[src/rtl/vending_pkg.sv]
// vending_pkg
// Shared definitions for the change dispenser and the coin acceptor:
// coin codes, coin values in cents, and the dispenser state encoding.
// Both FSMs import this so the code map stays identical across them.
package vending_pkg;

  // Dispenser controller states
  typedef enum logic [2:0] {
    ST_IDLE,
    ST_SELECT,
    ST_PRESENT,
    ST_DONE,
    ST_ERR
  } state_t;

  // Coin codes on the mechanism interface
  localparam logic [2:0] COIN_NONE = 3'd0;
  localparam logic [2:0] COIN_5    = 3'd1;
  localparam logic [2:0] COIN_10   = 3'd2;
  localparam logic [2:0] COIN_25   = 3'd3;

  // Coin values in cents
  localparam logic [7:0] VAL_5  = 8'd5;
  localparam logic [7:0] VAL_10 = 8'd10;
  localparam logic [7:0] VAL_25 = 8'd25;

  // Value in cents of a coin code; unknown codes are worth nothing
  function automatic logic [7:0] coin_value(input logic [2:0] code);
    case (code)
      COIN_5:  return VAL_5;
      COIN_10: return VAL_10;
      COIN_25: return VAL_25;
      default: return 8'd0;
    endcase
  endfunction

endpackage

[src/rtl/coin_inventory.sv]
// coin_inventory
// Per-denomination coin counters (5c, 10c, 25c) with refill and decrement.
// Ports:
//   clk, rst            - clock, synchronous active-high reset
//   refill_valid/code   - add one coin of refill_code (codes 0 and 4-7 ignored)
//   dec_valid/code      - remove one coin of dec_code (a coin was ejected)
//   empty_5/10/25       - denomination count is zero
// Counters saturate at INV_MAX and never drop below zero. A refill and a
// decrement of the same denomination in one cycle cancel out.
module coin_inventory
  import vending_pkg::*;
#(
  parameter logic [3:0] INV_INIT = 4'd15,
  parameter logic [3:0] INV_MAX  = 4'd15
) (
  input  logic       clk,
  input  logic       rst,
  input  logic       refill_valid,
  input  logic [2:0] refill_code,
  input  logic       dec_valid,
  input  logic [2:0] dec_code,
  output logic       empty_5,
  output logic       empty_10,
  output logic       empty_25
);

  // Slot 0 holds 5c, slot 1 holds 10c, slot 2 holds 25c
  localparam logic [2:0] SLOT_CODE [3] = '{COIN_5, COIN_10, COIN_25};

  logic [2:0][3:0] cnt_q, cnt_d;
  logic [2:0]      inc_hit, dec_hit;

  always_comb begin
    cnt_d   = cnt_q;
    inc_hit = '0;
    dec_hit = '0;
    for (int i = 0; i < 3; i++) begin
      inc_hit[i] = refill_valid && (refill_code == SLOT_CODE[i]);
      dec_hit[i] = dec_valid && (dec_code == SLOT_CODE[i]);
      if (inc_hit[i] && !dec_hit[i] && (cnt_q[i] < INV_MAX)) begin
        cnt_d[i] = cnt_q[i] + 4'd1;
      end else if (dec_hit[i] && !inc_hit[i] && (cnt_q[i] != 4'd0)) begin
        cnt_d[i] = cnt_q[i] - 4'd1;
      end
    end
  end

  always_ff @(posedge clk) begin
    if (rst) begin
      for (int i = 0; i < 3; i++) begin
        cnt_q[i] <= INV_INIT;
      end
    end else begin
      cnt_q <= cnt_d;
    end
  end

  assign empty_5  = (cnt_q[0] == 4'd0);
  assign empty_10 = (cnt_q[1] == 4'd0);
  assign empty_25 = (cnt_q[2] == 4'd0);

endmodule

[src/rtl/vending_change_dispenser.sv]
// vending_change_dispenser
// Pays out change greedily (25c, 10c, 5c) from a local coin inventory.
// Ports:
//   clk, rst              - clock, synchronous active-high reset
//   req_valid/req_amount  - change request in cents, taken while req_ready=1
//   req_ready             - high only in IDLE
//   coin_valid/coin_out   - coin presented to the mechanism, held until coin_ack
//   coin_ack              - mechanism ejected the presented coin
//   refill_valid/code     - add one coin to inventory
//   done                  - one-cycle pulse, change fully paid
//   err/short_amount      - one-cycle pulse with unpaid cents
module vending_change_dispenser
  import vending_pkg::*;
#(
  parameter logic [3:0] INV_INIT = 4'd15,
  parameter logic [3:0] INV_MAX  = 4'd15
) (
  input  logic       clk,
  input  logic       rst,
  input  logic       req_valid,
  input  logic [7:0] req_amount,
  output logic       req_ready,
  output logic       coin_valid,
  output logic [2:0] coin_out,
  input  logic       coin_ack,
  input  logic       refill_valid,
  input  logic [2:0] refill_code,
  output logic       done,
  output logic       err,
  output logic [7:0] short_amount
);

  state_t     state_q, state_d;
  logic [7:0] remaining_q, remaining_d;
  logic [2:0] coin_q, coin_d;
  logic       dec_valid;
  logic       empty_5, empty_10, empty_25;

  coin_inventory #(
    .INV_INIT(INV_INIT),
    .INV_MAX (INV_MAX)
  ) u_inv (
    .clk         (clk),
    .rst         (rst),
    .refill_valid(refill_valid),
    .refill_code (refill_code),
    .dec_valid   (dec_valid),
    .dec_code    (coin_q),
    .empty_5     (empty_5),
    .empty_10    (empty_10),
    .empty_25    (empty_25)
  );

  always_ff @(posedge clk) begin
    if (rst) begin
      state_q     <= ST_IDLE;
      remaining_q <= 8'd0;
      coin_q      <= COIN_NONE;
    end else begin
      state_q     <= state_d;
      remaining_q <= remaining_d;
      coin_q      <= coin_d;
    end
  end

  // Outputs are decoded from the state alone, so a reset clears them in
  // the same edge that returns the FSM to IDLE.
  always_comb begin
    state_d      = state_q;
    remaining_d  = remaining_q;
    coin_d       = coin_q;
    req_ready    = 1'b0;
    coin_valid   = 1'b0;
    coin_out     = COIN_NONE;
    done         = 1'b0;
    err          = 1'b0;
    short_amount = 8'd0;
    dec_valid    = 1'b0;

    case (state_q)
      ST_IDLE: begin
        req_ready = 1'b1;
        if (req_valid) begin
          remaining_d = req_amount;
          if (req_amount == 8'd0) begin
            state_d = ST_DONE;
          end else if ((req_amount % 8'd5) != 8'd0) begin
            state_d = ST_ERR;
          end else begin
            state_d = ST_SELECT;
          end
        end
      end

      // Largest coin that fits and is in stock; nothing left to try means
      // the remainder cannot be paid.
      ST_SELECT: begin
        if (remaining_q == 8'd0) begin
          state_d = ST_DONE;
        end else if ((remaining_q >= VAL_25) && !empty_25) begin
          coin_d  = COIN_25;
          state_d = ST_PRESENT;
        end else if ((remaining_q >= VAL_10) && !empty_10) begin
          coin_d  = COIN_10;
          state_d = ST_PRESENT;
        end else if ((remaining_q >= VAL_5) && !empty_5) begin
          coin_d  = COIN_5;
          state_d = ST_PRESENT;
        end else begin
          state_d = ST_ERR;
        end
      end

      ST_PRESENT: begin
        coin_valid = 1'b1;
        coin_out   = coin_q;
        if (coin_ack) begin
          remaining_d = remaining_q - coin_value(coin_q);
          dec_valid   = 1'b1;
          state_d     = ST_SELECT;
        end
      end

      ST_DONE: begin
        done    = 1'b1;
        state_d = ST_IDLE;
      end

      ST_ERR: begin
        err          = 1'b1;
        short_amount = remaining_q;
        state_d      = ST_IDLE;
      end

      default: state_d = ST_IDLE;
    endcase
  end

endmodule

[config.mk]
export PLATFORM = sky130hd
export DESIGN_NAME = vending_change_dispenser
export DESIGN_NICKNAME = d
export VERILOG_FILES = /design/src/rtl/vending_pkg.sv /design/src/rtl/coin_inventory.sv /design/src/rtl/vending_change_dispenser.sv
export SDC_FILE = /design/constraint.sdc
export NUM_CORES = 1
export LEC_CHECK = 0
export ABC_AREA = 1
export ABC_CLOCK_PERIOD_IN_PS = 3800
export CAP_MARGIN = 15
export CORE_MARGIN = 3
export CORE_UTILIZATION = 56
export DETAILED_ROUTE_END_ITERATION = 16
export PLACE_DENSITY = 0.81
export SLEW_MARGIN = 20
export SYNTH_ARGS = -nofsm -noshare
export SYNTH_HDL_FRONTEND = slang
export SYNTH_SLANG_ARGS = --single-unit
export TNS_END_PERCENT = 20
[constraint.sdc]
create_clock -name clk -period 3.8 [get_ports clk]
set_clock_uncertainty 0.05 [all_clocks]
set_input_delay 1.14 -clock clk [delete_from_list [all_inputs] [get_ports clk]]
set_output_delay 1.14 -clock clk [all_outputs]
set_load 0.02 [all_outputs]
; ---- After elaboration in Yosys (flattened, before gate mapping)
; Cells that the tools add are included.
[classes]
add_sub_neg = 7
multipliers = 0
div = 1
magnitude_cmp = 6
n_eq_ne = 12
shift = 0
muxes = 32
n_bitwise = 1
reduce_logical = 48
[ops]
columns = cell, count
row1 = $mux W8, 5
row2 = $mux W3, 12
row3 = $mux W4, 6
row4 = $logic_and A1 B1 Y1, 21
row5 = $eq A3 B2 Y1 const B, 6
row6 = $logic_not A8 Y1, 2
row7 = $pmux W8 S2, 1
row8 = $pmux W5 S3, 1
row9 = $add A4 B1 Y4 const B, 3
row10 = $logic_not A4 Y1, 3
row11 = $lt A4 B4 Y1 const B, 3
row12 = $reduce_bool A4 Y1, 3
row13 = $sub A4 B1 Y4 const B, 3
row14 = $eq A3 B1 Y1 const B, 3
row15 = $logic_not A1 Y1, 9
row16 = $pmux W3 S3, 1
row17 = $ge A8 B3 Y1 const B, 1
row18 = $ge A8 B4 Y1 const B, 1
row19 = $ge A8 B5 Y1 const B, 1
row20 = $mod A8 B3 Y8 const B, 1
row21 = $reduce_bool A2 Y1, 4
row22 = $reduce_bool A8 Y1, 1
row23 = $sub A8 B8 Y8, 1
row24 = $mux W1, 6
row25 = 7 further kinds, 9
[word_totals]
register_bits = 26
latch_bits = 0
mem_bits_rw = 0
mem_bits_ro = 0
out_inout_bits = 15
wordCells = 113
n_memories = 0

; ---- Longest topological paths before layout
; Gate-level depths: netlist (run 1).
[logic_depth]
ltp_word = 8
mapped_depth = 31
ltp_nobuf = 31

; ---- Hierarchy
; From an unflattened synthesis (run 1), not the netlist that was laid out.
[hier_totals]
cells_unflattened = 425
area_unflattened_um2 = 2567.5
[by_module_without_submodules]
columns = mod, instances, cells_per_inst, area_each_um2
row1 = vending_change_dispenser, 1, 257, 1522.7
row2 = coin_inventory, 1, 168, 1044.8

; ---- Worst setup path after synthesis (run 1)
; OpenSTA, ideal clock, no wires.
[synth_path]
path_kind = in2reg
startpoint = input req_amount[5]
endpoint = register state_q[2]
setup_time_ns = 0.116
arrival_ns = 3.212
required_time_ns = 3.634
setup_slack_ns = 0.421
stages = 29
path_cell_list = inv_2 > nand2_1 > nand2_1 > nand2_2 > nand3_2 > nand2_2 > nand2_2 > nand3_2 > nand2_4 > nand2_4 > nand2_2 > nand2_2 > inv_2 > nand2_4 > nand2_4 > nand2_2 > nand2_1 > inv_1 > ha_1 > inv_1 > nand3_2 > nand2_4 > nand3_4 > nand2_2 > nand2_1 > a21boi_2 > nand2_1 > nand2_1 > a21oi_1
[synth_via]
elab_chain_cells = 6
[synth_rtl]
columns = element, line
row1 = from (decl), vending_change_dispenser.sv:21  ; input logic [7:0] req_amount,
row2 = $mod A8 B3 Y8, vending_change_dispenser.sv:87  ; end else if ((req_amount % 8'd5) != 8'd0) begin
row3 = $reduce_bool A8 Y1, vending_change_dispenser.sv:87
row4 = $mux W3, vending_change_dispenser.sv:87
row5 = $mux W3 *, vending_change_dispenser.sv:85  ; if (req_amount == 8'd0) begin
row6 = $mux W3 *, vending_change_dispenser.sv:83  ; if (req_valid) begin
row7 = $pmux W3 S3 *, vending_change_dispenser.sv:80  ; case (state_q)
row8 = to (signal assigned), vending_change_dispenser.sv:60  ; state_q <= state_d;
row9 = to (decl), vending_change_dispenser.sv:33  ; state_t state_q, state_d;
; Every way passes the cells marked *; elsewhere a longest branch is shown, timed or not. The select of a mux whose other input is x is not followed.
; A chain may end at the register's enable or synchronous reset.

; ---- Worst setup path after layout (run 1)
[layout_path]
startpoint = input req_amount[7]
endpoint = register state_q[0]
; The elaborated chain is that of the path after synthesis.

==> reports/metrics.yaml, run 1 <==
clock-root-buffer: "clkbuf_8"
start_kind: "input port"
crit_type: "in2reg"
synth_xor_xnor_area_share_pct: 1.48
stdcell_area_sq_mm: 0.00294
vias_per_cell: 5.45
vdd_ir_drop_max_mv: 0.330
power_frac_clock_pct: 16.3
num_antenna_cells: 0
area_growth_pct: 24.1
yosysTopAreaCellShare_pct: 21.1
combPwrFrac_pct: 53.4
cts_sinks: 25
syn_area_sq_mm: 0.00237
cap_violations: 0
synthAdderAreaFrac_pct: 10.2
period_needed_ps: 3470
synthDistinctLibCells: 40
crit_path_end_kind: "register"
drive_gt1_share_pct: 17.4
dp_cells: 460
firstDrtPassIters: 4
tightestPinTransition_ps: 883
dpl.hpwl_mm: 4.52
numPortBuffers: 29
routed_wl_mm: 5.69
synth_top_area_cell: "dfxtp_1"
numCtsBuffers: 3
path_clk_slew_ps: 90
powerDensity_mw_per_mm2: 344
ant_nets: 0
grt_pass1_wl_mm: 10.1
synthMuxAreaShare_pct: 0.950
final_cells: 464
fp.coreArea_sq_mm: 0.00403
die_w_um: 71.1
grtUsageTotal_pct: 23.9
avgSynthCellArea_sq_um: 6.47
clockBufferDepth: 2
report.final.slew_viol_count: 0
fmaxAchievable_mhz: 288
grt_pass1_vias: 2379
routedWlPerCell_um: 12.3
cts_tree: "done"
hold_viol: 0
required_ps: 3970
utilization_pct: 73.0
synthSimpleGateAreaFrac_pct: 36.2
dieArea_sq_mm: 0.00505
grt_max_degree: 20
reg2reg_setup_slack_ps: 980
max_slew_margin_pct: 40.4
synth_top_family_by_area: "simple AND/OR/NAND/NOR gates"
num_rows: 23
die_h_um: 71.1
placed_cell_area_sq_mm: 0.00285
p_sw_uw: 436
pin_count: 31
synth_compound_area_share_pct: 17.2
fin_nets: 448
rsz0062_at_grt: "no"
setup_viol: 0
yosysWarningCount: 0
p_int_uw: 574
leakagePower_nw: 1.41
holdWs_ps: 415
pwr-share-seq_pct: 30.3
clk-insertion-delay-late_ps: 280
synthTopCellsByArea: "dfxtp_1 21%, inv_1 9.3%, nand2_1 8.9%"
seq_area_frac_synth_pct: 21.1
min_period_over_period_pct: 91.4
synth_cells: 366
hold_path.class: "reg2reg"
drc: 0
initial_core_util_pct: 58.8
cp_max_fo: 5
overflow: 0
hold_buffers: 0
syn-num-nets: 399
critical_path_arrival_ps: 3640
first_iter_violations: 127
place_congestion: 0.903
htreeDepth: 1
antenna_found_initial: 0
synth_seq_cells: 25
status: "completed"
route.vias.total: 2528
switching_share_pct: 43.2
[layout by cell type, fill, tap and decap left out, types with 3 or more instances in the layout]
cell and count:
a211oi_1 5, a21oi_1 24, a31oi_1 5, buf_4 20
clkbuf_8 3, clkdlybuf4s50_1 25, dfxtp_1 25, dlymetal6s2s_1 4
fa_1 4, ha_1 13, inv_1 58, inv_2 10
nand2_1 56, nand2_2 12, nand2_4 6, nand3_1 25
nand3_2 7, nand4_1 5, nor2_1 42, nor3_1 9
nor4_1 3, o21ai_0 16, o21ai_1 8, xor2_1 4
[through the flow]
stage	setup WS, ps	power, mW	TNS, ps
finish	328	1.01	0
global placement	-168	0.826	-328
global route	21.9	1.09	0
floorplan	421	0.676	0
CTS	33.4	1.00	0
detailed placement	-251	0.838	-492
[flip-flops by register name (all words and copies together) (netlist names)]
signal,flops
state_q,3
coin_q,2
remaining_q,8
u_inv.cnt_q,12
[synth_stat cells, drive strengths merged]
cell type  number
fa              4
dfxtp          25
nand2          74
a211oi          5
buf             2
ha             13
o21ai          26
o21bai          1
nor4            3
or2             1
a31oi           5
o22ai           1
o41ai           1
clkbuf          4
nand3          34
inv            68
conb            1
a21boi          1
nor3            9
nor2           43
a221oi          2
bufinv          1
o211ai          1
nand3b          2
a21oi          26
a311oi          1
nand4           6
xor2            4
mux2            2
[kinds of logic after synthesis]
family / count (synthesis)
adders and majority gates: 17
xor gates and xnor gates: 4
DFF: 25
and+or+nand+nor: 172
buffers and inverters: 75
other: 1
muxes: 2
AOI/OAI and AO/OA: 70
[final timing paths]
| kind | start | to | depth (start not counted) |
|---|---|---|---|
| worst max-delay path | req_amount[7] | state_q[0] | 26 |
| worst min-delay path | u_inv.cnt_q[11] | u_inv.cnt_q[11] | 1 |
| worst max register to register | state_q[0] | u_inv.cnt_q[11] | 14 |
| worst min register to register | u_inv.cnt_q[11] | u_inv.cnt_q[11] | 1 |
[power groups by stage]
| stage | logic, mW | registers [mW] | clock network (mW) |
|---|---|---|---|
| floorplan | 0.371 | 0.306 | 0 |
| global placement | 0.515 | 0.310 | 0 |
| detailed placement | 0.527 | 0.311 | 0 |
| CTS | 0.532 | 0.305 | 0.168 |
| global route | 0.607 | 0.308 | 0.178 |
| finish | 0.539 | 0.306 | 0.165 |
[metal layers]
layer / vias up / part of all wire [%] / track usage [%]
li1: 1301 / - / -
met1: 1160 / 47 / 33.0
met2: 61 / 47 / 39.4
met3: 6 / 4.6 / 4.55
met4: 0 / 0.93 / 3.76
met5: - / 0 / 0
[worst max-delay path, cell delays in order]
cell and delay [ps]:
dlymetal6s2s_1 230, inv_2 90, nand2_2 100, nand2_2 90, nand3_4 90, nand2_2 60, nand2_2 70, nand3_2 90
nand2_4 90, nand2_4 70, o21ai_2 150, inv_2 80, nand2_4 70, nand2_2 40, nand2_1 70, inv_1 60
ha_1 170, inv_1 60, nand3_2 100, nand2_4 110, nand3_4 90, nand2_2 70, nand2_1 60, a21boi_2 140
nand3_1 90, a21oi_2 130
[cell type report]
class,instances,area [sq um]
multi-input cells,266,1600
fillers,350,1090
flip-flops and latches,25,500
repair buffers,50,462
inverters,69,273
well taps,50,62.6
clock buffers,4,45.0
[what timing repair did]
action / in CTS / in global routing
hold endpoints to repair: 0 / 0
endpoints found under the setup margin: 0 / 2
buffers inserted: 0 / 0
gates resized for setup: 0 / 12
Power figures use the tool's default switching activity.
==> run 2: changes to the inputs <==
--- a/config.mk
+++ b/config.mk
@@ -8,10 +8,13 @@
 export ABC_AREA = 1
 export ABC_CLOCK_PERIOD_IN_PS = 3800
 export CAP_MARGIN = 15
+export CELL_PAD_IN_SITES_DETAIL_PLACEMENT = 1
+export CELL_PAD_IN_SITES_GLOBAL_PLACEMENT = 2
+export CORE_ASPECT_RATIO = 1.25
 export CORE_MARGIN = 3
-export CORE_UTILIZATION = 56
+export CORE_UTILIZATION = 30
 export DETAILED_ROUTE_END_ITERATION = 16
-export PLACE_DENSITY = 0.81
+export PLACE_DENSITY_LB_ADDON = 0.1
 export SLEW_MARGIN = 20
 export SYNTH_ARGS = -nofsm -noshare
 export SYNTH_HDL_FRONTEND = slang
==> reports/metrics.yaml, run 2 (synthesized netlist as in run 1, its figures left out) <==
status: "completed"
use_met1_pct: 19.1  # -14 points
htreeDepth: 1  # unchanged
rsz0062_at_grt: "no"
cap_violations: 0  # unchanged
num_rows: 35  # +52%
slowest_stage: "a21oi_4"
place_congestion: 0.745  # -17%
utilization_pct: 40.6  # -32 points
routed_wl_mm: 6.71  # +18%
post-place-ws_ps: -311  # -59.3 ps
hold_viol: 0  # unchanged
period_needed_ps: 3430  # -37.8 ps
dieArea_sq_mm: 0.00901  # +78%
grt_pass1_vias: 2552  # +7.3%
max_slew_margin_pct: 61.1  # +21 points
route.vias.total: 2478  # -2.0%
firstDrtPassIters: 4  # unchanged
cts_tree: "done"
dpl.hpwl_mm: 5.63  # +25%
cp_top_family: "simple AND/OR/NAND/NOR gates"
fmaxAchievable_mhz: 291  # +1.1%
clockBufferDepth: 2  # unchanged
setup_viol: 0  # unchanged
tightestPinTransition_ps: 575  # -307 ps
critical_path_arrival_ps: 3560  # -80 ps
start_kind: "input port"
min_period_over_period_pct: 90.4  # -0.99 points
pin_count: 31  # unchanged
ant_nets: 0  # unchanged
leakagePower_nw: 1.44  # +2.0%
top_register: "u_inv.cnt_q"
numCtsBuffers: 3  # unchanged
die_w_um: 85.5  # +20%
stdcell_area_sq_mm: 0.00306  # +3.9%
final_cells: 514  # +11%
area_growth_pct: 29.0
required_ps: 3930  # -40 ps
drive_gt1_share_pct: 19.7  # +2.3 points
fin_nets: 456  # +1.8%
fin_ws_ps: 366  # +37.8 ps
crit_buf_inv: 7  # +2
grtUsageTotal_pct: 15.8  # -8.0 points
cpPeakStageDelay_ps: 180  # -50 ps
largest_reg_flops: 12  # unchanged
routedWlPerCell_um: 13.1  # +6.4%
vias_per_cell: 4.82  # -12%
fp.coreArea_sq_mm: 0.00753  # +87%
grt.met3_usage_pct: 1.02  # -3.5 points
powerDensity_mw_per_mm2: 337  # -2.0%
largestRegisters: "u_inv.cnt_q (12), remaining_q (8), state_q (3)"
num_antenna_cells: 0  # unchanged
grt_pass1_wl_mm: 11.8  # +17%
die_h_um: 105  # +48%
first_iter_violations: 42  # -67%
final_common_cell: "inv_1"
overflow: 0  # unchanged
hold_buffers: 0  # unchanged
crit_type: "in2reg"
path_clk_slew_ps: 100  # about the same
vdd_ir_drop_max_mv: 0.124  # -62%
antenna_found_initial: 0  # unchanged
clock-root-buffer: "clkbuf_8"
cts_sinks: 25  # unchanged
numPortBuffers: 29  # unchanged
dp_cells: 509  # +11%
crit_path_end_kind: "register"
final_cell_mix: "58 x inv_1, 55 x nand2_1, 42 x nor2_1"
placed_cell_area_sq_mm: 0.00296  # +3.7%
met2_usage_pct: 30.1  # -9.3 points
finalSetupTns_ps: 0  # unchanged
cp_max_fo: 5  # unchanged
initial_core_util_pct: 31.5  # -27 points
drc: 0  # unchanged
grt.busiest_layer: "met2"
holdWs_ps: 414  # -0.645 ps
report.final.slew_viol_count: 0  # unchanged
p_total_mw: 1.03  # +1.9%
hold_path.class: "reg2reg"
grt_max_degree: 19  # -5.0%
clk-insertion-delay-late_ps: 280  # about the same
-- run 2: cell types whose count changed in the layout (fill, tap and decap cells not counted), moves of 2 or more --
cell,before,now
buf_4,20,28
clkbuf_2,0,2
dlymetal6s2s_1,4,2
nand2_4,6,8
-- run 2: worst reg2reg max path, stage by stage (launching register included) --
cell and delay (ps):
dfxtp_1 340, nor2_1 130, nand2_1 100, inv_2 150, nand2_1 160, nor2_1 170, nor3_1 60, buf_4 150
inv_1 100, ha_1 270, nand2_1 80, nor2_1 40, a211oi_1 290, nor2_1 100, nor2_1 110, nand2_1 70
a21oi_1 110, o21ai_1 80
-- run 2: cell type report --
type	count	area, sq um
fillers	992	4480
multi-input cells	266	1620
repair buffers	58	507
flip-flops and latches	25	500
inverters	69	273
well taps	92	115
clock buffers	3	41.3
clock inverters	1	5.00
-- run 2: power by group --
group          switching (mW)  total [mW]  leakage, nW  internal, mW
sequential             0.0199       0.305        0.204         0.285
combinational           0.334       0.556         1.21         0.222
clock                  0.0942       0.168       0.0255        0.0736
-- run 2: final timing paths --
check        cells past startpoint  slack (ps)              to            from
max                             30         370      state_q[2]   req_amount[5]
max reg2reg                     17        1140  u_inv.cnt_q[3]      state_q[2]
min reg2reg                      2         410  remaining_q[7]  remaining_q[7]
min                              2         410  remaining_q[7]  remaining_q[7]
-- run 2: timing repair --
item                                    in CTS  in global routing
setup buffers                                0                  1
cloned                                       0                  0
resized for setup                            6                 13
pin swaps                                    3                  6
endpoints found under the setup margin       2                  2
-- run 2: metal layers --
layer  part of all wire (%)  wire length (um)
met1                     44              2980
met2                     53              3570
met3                    1.4                94
met4                   0.95                64
met5                      0                 0
==> run 3: changes to the inputs <==
--- a/config.mk
+++ b/config.mk
@@ -7,11 +7,10 @@
 export LEC_CHECK = 0
 export ABC_AREA = 1
 export ABC_CLOCK_PERIOD_IN_PS = 3800
-export CAP_MARGIN = 15
+export CAP_MARGIN = 20
 export CELL_PAD_IN_SITES_DETAIL_PLACEMENT = 1
 export CELL_PAD_IN_SITES_GLOBAL_PLACEMENT = 2
 export CORE_ASPECT_RATIO = 1.25
-export CORE_MARGIN = 3
 export CORE_UTILIZATION = 30
 export DETAILED_ROUTE_END_ITERATION = 16
 export PLACE_DENSITY_LB_ADDON = 0.1
==> reports/metrics.yaml, run 3 (synthesized netlist as in run 1, its figures left out) <==
status: "completed"
crit_path_end_kind: "register"
drc: 0  # unchanged
cpPeakStageDelay_ps: 250  # +70 ps
slowest_stage: "dlygate4sd2_1"
cp_max_fo: 5  # unchanged
grtUsageTotal_pct: 17.6  # +1.8 points
numPortBuffers: 29  # unchanged
vias_per_cell: 4.80  # -0.41%
report.final.slew_viol_count: 0  # unchanged
final_cell_mix: "58 x inv_1, 54 x nand2_1, 42 x nor2_1"
die_w_um: 81.5  # -4.7%
antenna_found_initial: 0  # unchanged
cap_violations: 0  # unchanged
fin_nets: 455  # -0.22%
dieArea_sq_mm: 0.00826  # -8.3%
grt_pass1_wl_mm: 11.5  # -2.9%
fp.coreArea_sq_mm: 0.00749  # -0.58%
final_common_cell: "inv_1"
ant_nets: 0  # unchanged
required_ps: 3930  # about the same
largestRegisters: "u_inv.cnt_q (12), remaining_q (8), state_q (3)"
drive_gt1_share_pct: 19.2  # -0.43 points
leakagePower_nw: 1.43  # -0.46%
clk-insertion-delay-late_ps: 280  # about the same
overflow: 0  # unchanged
largest_reg_flops: 12  # unchanged
die_h_um: 101  # -3.8%
cts_tree: "done"
period_needed_ps: 3480  # +42.0 ps
start_kind: "input port"
top_register: "u_inv.cnt_q"
min_period_over_period_pct: 91.5  # +1.1 points
place_congestion: 0.777  # +4.3%
htreeDepth: 1  # unchanged
cts_sinks: 25  # unchanged
num_antenna_cells: 0  # unchanged
fmaxAchievable_mhz: 288  # -1.2%
route.vias.total: 2463  # -0.61%
firstDrtPassIters: 4  # unchanged
numCtsBuffers: 3  # unchanged
pin_count: 31  # unchanged
routedWlPerCell_um: 13.0  # about the same
reg2regPathDepth: 14  # -3
hold_viol: 0  # unchanged
cp_common_cell: "nand2_1"
path_clk_slew_ps: 100  # about the same
whs_path_depth: 2  # unchanged
tightestPinTransition_ps: 844  # +269 ps
grt_pass1_vias: 2545  # -0.27%
crit_type: "in2reg"
dpl.hpwl_mm: 5.67  # +0.61%
area_growth_pct: 28.7
critical_path_arrival_ps: 3610  # +50 ps
wl_met1_mm: 2.89  # -3.1%
initial_core_util_pct: 31.6  # +0.18 points
hold_path.class: "reg2reg"
routed_wl_mm: 6.69  # -0.28%
setup_viol: 0  # unchanged
first_iter_violations: 65  # +55%
max_slew_margin_pct: 43.0  # -18 points
num_rows: 35  # unchanged
grt_max_degree: 16  # -3
vdd_ir_drop_max_mv: 0.132  # +6.3%
wl_met2_mm: 3.65  # +2.2%
top_layer: "met4"
powerDensity_mw_per_mm2: 341  # +1.2%
hold_buffers: 0  # unchanged
wl_met3_um: 82  # -13%
clockBufferDepth: 2  # unchanged
holdWs_ps: 415  # +0.928 ps
p_total_mw: 1.04  # +1.0%
clock-root-buffer: "clkbuf_8"
## run 3: cell count changes in the layout (fill, tap and decap cells not counted)
cell / previous run / this run
clkinvlp_4: 0 / 1
nand3_2: 6 / 5
clkbuf_2: 2 / 1
nand2_4: 8 / 9
buf_4: 28 / 27
o21ai_0: 16 / 17
nand2_1: 55 / 54
clkinv_2: 1 / 0
o21ai_1: 9 / 8
dlygate4sd2_1: 0 / 1
a21oi_2: 1 / 2
a21oi_4: 1 / 0
nand3_1: 25 / 26
## run 3: worst max-delay path, delay by kind of cell
| family | cells | cell delay, ps |
|---|---|---|
| simple gates | 18 | 1270 |
| buf+inv | 5 | 680 |
| compound gates | 3 | 310 |
| fa+ha+maj | 1 | 180 |
## run 3: path summary, 6_finish.rpt
| kind | startpoint | endpoint | slack [ps] |
|---|---|---|---|
| setup reg to reg | state_q[0] | u_inv.cnt_q[11] | 840 |
| hold / removal | remaining_q[7] | remaining_q[7] | 410 |
| hold reg to reg | remaining_q[7] | remaining_q[7] | 410 |
| setup / recovery | req_amount[5] | state_q[2] | 320 |
## run 3: what timing repair did
item	4_1_cts	5_1_grt
setup buffers	1	0
endpoints found under the setup margin	2	2
gates cloned	0	0
resized for setup	4	12
pin swaps	5	4
endpoints found under the hold margin	0	0
## run 3: power by group
group | switching, mW | total, mW | internal (mW) | leakage [nW]
registers | 0.0200 | 0.305 | 0.285 | 0.204
logic | 0.339 | 0.564 | 0.225 | 1.21
clock network | 0.0956 | 0.170 | 0.0746 | 0.0217
total | 0.454 | 1.04 | 0.585 | 1.43
## run 3: final cells by class
class                           count  area (sq um)
Multi-Input combinational cell    266          1610
Timing Repair Buffer               57           503
Clock buffer                        3          41.3
Fill cell                         996          4440
Inverter                           69           273
Sequential cell                    25           500
Tap cell                           92           115
Clock inverter                      1          7.51
## run 3: through the flow
stage	worst slack [ps]	std cells	utilization (%)	setup TNS, ps	area, sq um
after floorplan	421	366	-	0	2370
after global placement	-206	508	39.4	-408	2950
after detailed placement	-321	508	39.4	-625	2950
after CTS	34.6	513	40.2	0	3010
after global routing	-5.06	513	40.7	-8.79	3050
final	324	513	40.7	0	3050
## run 3: metal layers
| metal | global-route usage (%) | up-vias |
|---|---|---|
| met5 | 0 | - |
| met2 | 34.4 | 16 |
| met3 | 0.811 | 5 |
| met1 | 20.3 | 1138 |
| met4 | 4.53 | 0 |
| li1 | - | 1304 |
